==> config.mk <==
export PLATFORM = sky130hd
export DESIGN_NAME = uart_tx_feeder
export DESIGN_NICKNAME = d
export VERILOG_FILES = /design/src/rtl/uart_tx_feeder.sv
export SDC_FILE = /design/constraint.sdc
export NUM_CORES = 1
export LEC_CHECK = 0
export CAP_MARGIN = 5
export CORE_MARGIN = 8
export CORE_UTILIZATION = 55
export DETAILED_ROUTE_END_ITERATION = 8
export HOLD_SLACK_MARGIN = 0.02
export MAX_ROUTING_LAYER = met4
export PLACE_DENSITY = 0.86
export SETUP_SLACK_MARGIN = 0.15
export SYNTH_ARGS = -nofsm -noshare
export SYNTH_HDL_FRONTEND = slang
export SYNTH_SLANG_ARGS = --single-unit
==> constraint.sdc <==
create_clock -name clk -period 2.3 [get_ports clk]
set_clock_uncertainty 0.15 [all_clocks]
set_input_delay 0.23 -clock clk [delete_from_list [all_inputs] [get_ports clk]]
set_output_delay 0.23 -clock clk [all_outputs]
set_load 0.1 [all_outputs]
==> src/rtl/uart_tx_feeder.sv <==
// rtl/uart_tx_feeder.sv - byte FIFO feeding uart_transimitter one byte at a time
// The head byte is only popped once the transmitter reports completion, so a lost write is retried.
module uart_tx_feeder #(
  parameter int DEPTH        = 4,
  parameter int ADDR_W       = 2,
  parameter int BUSY_TIMEOUT = 16
) (
  input  logic              clk,
  input  logic              reset,
  input  logic [7:0]        wr_data,
  input  logic              wr_en,
  input  logic              tx_enable,
  output logic              full,
  output logic              empty,
  output logic [ADDR_W:0]   count,
  output logic              overflow,
  output logic              feeder_busy,
  output logic [7:0]        Tx_Data,
  output logic              Tx_WR,
  input  logic              Tx_BUSY
);

  typedef enum logic [1:0] {IDLE, PULSE, WAIT_BUSY, WAIT_DONE} state_t;

  localparam logic [ADDR_W:0] DEPTH_C      = (ADDR_W+1)'(DEPTH);
  localparam logic [7:0]      TIMEOUT_LAST = 8'(BUSY_TIMEOUT - 1);

  state_t              state_q, state_d;
  logic [7:0]          mem_q [DEPTH];
  logic [ADDR_W-1:0]   wr_ptr_q, rd_ptr_q;
  logic [ADDR_W:0]     count_q, count_d;
  logic                overflow_q;
  logic [7:0]          timer_q, timer_d;
  logic [7:0]          tx_data_q, tx_data_d;
  logic                tx_wr_q, tx_wr_d;
  logic                push, pop;

  assign full        = (count_q == DEPTH_C);
  assign empty       = (count_q == '0);
  assign count       = count_q;
  assign overflow    = overflow_q;
  assign feeder_busy = (state_q != IDLE);
  assign Tx_Data     = tx_data_q;
  assign Tx_WR       = tx_wr_q;

  // A write into a full FIFO is dropped even when a pop frees a slot on the same edge.
  assign push = wr_en && !full;

  always_comb begin
    state_d   = state_q;
    timer_d   = timer_q;
    tx_data_d = tx_data_q;
    tx_wr_d   = 1'b0;
    pop       = 1'b0;
    case (state_q)
      IDLE: begin
        if (tx_enable && !empty) begin
          tx_data_d = mem_q[rd_ptr_q];
          tx_wr_d   = 1'b1;
          state_d   = PULSE;
        end
      end
      PULSE: begin
        timer_d = 8'd0;
        state_d = WAIT_BUSY;
      end
      WAIT_BUSY: begin
        if (Tx_BUSY) begin
          state_d = WAIT_DONE;
        end else begin
          timer_d = timer_q + 8'd1;
          if (timer_d == TIMEOUT_LAST) state_d = IDLE;
        end
      end
      WAIT_DONE: begin
        if (!Tx_BUSY) begin
          pop     = 1'b1;
          state_d = IDLE;
        end
      end
      default: state_d = IDLE;
    endcase
  end

  always_comb begin
    count_d = count_q;
    if (push && !pop)      count_d = count_q + 1'b1;
    else if (!push && pop) count_d = count_q - 1'b1;
  end

  always_ff @(posedge clk or negedge reset) begin
    if (!reset) begin
      state_q    <= IDLE;
      wr_ptr_q   <= '0;
      rd_ptr_q   <= '0;
      count_q    <= '0;
      overflow_q <= 1'b0;
      timer_q    <= 8'd0;
      tx_data_q  <= 8'd0;
      tx_wr_q    <= 1'b0;
    end else begin
      state_q   <= state_d;
      count_q   <= count_d;
      timer_q   <= timer_d;
      tx_data_q <= tx_data_d;
      tx_wr_q   <= tx_wr_d;
      if (push)        wr_ptr_q   <= wr_ptr_q + 1'b1;
      if (pop)         rd_ptr_q   <= rd_ptr_q + 1'b1;
      if (wr_en && full) overflow_q <= 1'b1;
    end
  end

  always_ff @(posedge clk) begin
    if (push) mem_q[wr_ptr_q] <= wr_data;
  end

endmodule

==> results.toml <==
[routing]
vias = 1531
first_pass_iters = 4
drt_wl_total_microns = 4755
wl_per_cell_microns = 17.29
drt_iter0_drc = 130
vias_per_cell = 5.567
drc_errors = 0
drtAntennaViolNets = 0

[setup_path]
r2r-end = "count[2]"
endpoint_kind = "flip-flop"
start_kind = "flip-flop"
r2r_start = "count[2]"
path_class = "flip-flop to flip-flop"
reg2reg_slack_ns = 0.27
rr_worst_depth = 8
cp-startpoint = "count[2]"
crit_required_ns = 2.41
crit_arrival_ns = 2.14
path_max_fanout = 4

[timing]
rsz0062_at_grt = "no"
timing.fmax_mhz = 492.1
fin_crit_sh_pct = 88.36
slew_viol_final = 0
relSlewSlack_pct = 59.05
tightestPinTransition_ns = 0.6142
finalHoldViolations = 0
finalSetupViolations = 0
fin_crit_ns = 2.032

[synth]
ys_ff_latch = 59
synth_edf_count = 32
syn_area_sq_mm = 0.002590
ys_warn_count = 0
synth_top_area_cell = "edfxtp_1"
yosys_most_used_dff = "edfxtp_1"
syn_area_per_cell_sq_um = 14.63
yosysMostFrequentCell = "edfxtp_1"
synthCells = 177
synth_nets = 198
synthTopCellsByCount = "32 x edfxtp_1, 27 x dfrtp_1, 12 x nand2_1"
yosysSeqAreaShare_pct = 63.19
yosys-top-cells-area = "edfxtp_1 37%, dfrtp_1 26%, mux4_2 7.0%"
synth_cell_types = 43
synth_top_area_share_pct = 37.10
async_reset_ff_share_pct = 45.76

[placed_design]
gp_congestion = 0.8012
dpl.cell_count = 259
hpwl_microns = 3177
port_buffers = 28

[floorplanning]
fp.dieArea_sq_mm = 0.007161
core_sq_mm = 0.004629
ioPinCount = 29
start_util_pct = 55.95
chipHeight_microns = 84.62
die_w_microns = 84.62
row_count = 25

[clock_network]
cts-buffers-inserted = 9
cts_tree = "done"
cts_hold_buffers = 0
root_buffer = "clkbuf_8"
clockBufferDepth = 2
cts_num_sinks = 59
path_clk_slew_ns = 0.07
clk_latency_ns = 0.33
htree_levels = 3
cts_setup_buffers = 0

[finish]
multiInputGateArea_sq_um = 887.1
final_cells = 275
final_layout_size_suffix_gt1_share_pct = 35.29
diodes = 0
area_growth_pct = 23.28
seq_area_sq_mm = 0.001648
layout.nets = 237
num-fill-cells = 326

[global_routing]
grt_pass1_vias = 1634
grt.overflow.total = 0
antenna_found_initial = 0
grt.total_usage_pct = 14.81
grt_pass1_wl_microns = 7838
grt_max_degree = 28

[job]
cap_violations = 0

[outcome]
status = "complete, no violations"

[hold_path]
hold_path.class = "primary input to async pin"
-- timing repair --
| item | in CTS | in global routing |
|---|---|---|
| endpoints found under the hold margin | 0 | 0 |
| gates resized for setup | 0 | 1 |
| endpoints found under the setup margin | 0 | 1 |
-- sequential cells by signal, indices dropped and copies added (netlist names) --
name	flops
Tx_Data	8
Tx_WR	1
count	3
mem_q	32
overflow	1
rd_ptr_q	2
state_q	2
timer_q	8
wr_ptr_q	2
-- kinds of logic (layout without fill, tap and decap cells) --
logic type | Yosys count | after routing | synth area share [%]
buffers and inverters | 19 | 63 | 3.961
adders and majority gates | 8 | 8 | 4.154
AOI/OAI and AO/OA | 23 | 23 | 5.749
and+or+nand+nor | 43 | 43 | 9.324
xor gates and xnor gates | 7 | 7 | 2.367
muxes | 18 | 18 | 11.26
DFF | 59 | 59 | 63.19
-- worst max-delay path by stage --
stage	endpoint	slack (ns)	cells after the start
after CTS	count[2]	0.18	8
after detailed placement	count[2]	0.06	10
after floorplan	count[1]	-0.67	7
final	count[2]	0.27	8
after global routing	count[2]	0.18	8
after global placement	count[2]	0.09	10
-- layout make-up --
class                   instances  area share (%)
clock buffers                   9           3.879
clock inverters                 7           2.900
inverters                       9           1.058
multi-input cells              99           27.78
flip-flops and latches         59           51.61
well taps                      54           2.116
repair buffers                 38           10.66
-- worst max-delay path, cell delays in order (launching register included) --
cell and delay [ns]:
dfrtp_4 0.50, nor3b_4 0.17, nor2b_2 0.17, ha_4 0.16
inv_2 0.03, fa_1 0.37, xor2_1 0.17, nor2_1 0.10
xor2_1 0.14
-- routing by layer --
metal | up-vias | wire (microns) | global-route usage (%)
met4 | 0 | 25 | 5.016
met5 | - | 0 | -
met3 | 4 | 270 | 6.829
met1 | 753 | 1930 | 16.03
li1 | 731 | - | -
met2 | 43 | 2529 | 23.55
-- placed cells by master, fill, tap and decap left out, types with 2 or more instances in the layout --
cell type,Yosys,final
a21oi_1,6,6
and2_2,0,4
buf_12,0,2
buf_4,4,24
bufinv_16,0,2
clkbuf_8,0,9
clkdlybuf4s50_1,0,12
clkinv_2,0,2
clkinvlp_4,0,3
dfrtp_1,27,24
dfrtp_4,0,3
edfxtp_1,32,32
ha_1,7,6
inv_1,7,6
inv_2,2,3
mux2_2,9,9
mux4_2,8,8
nand2_1,12,12
nand3b_1,2,2
nor2_1,4,4
nor3_1,4,3
nor4_1,5,5
o21ai_1,6,6
o22ai_1,3,3
xnor2_1,4,4
xor2_1,3,3
-- metrics by stage --
step	instance area (sq um)	hold WS (ns)	TNS (ns)	util (%)	worst slack (ns)
2_1_floorplan	2639	-0.2156	-13.65	-	-0.6709
6_report	3193	0.1336	0	68.97	0.2677
3_3_place_gp	2974	0.3002	0	64.24	0.08618
3_5_place_dp	2974	0.3030	0	64.24	0.05523
5_1_grt	3193	0.1358	0	68.97	0.1753
4_1_cts	3191	0.1341	0	68.92	0.1787
Power is left out: the tool's default activity adds up to more than one toggle a clock period on the data nets, which glitch-free logic cannot reach.
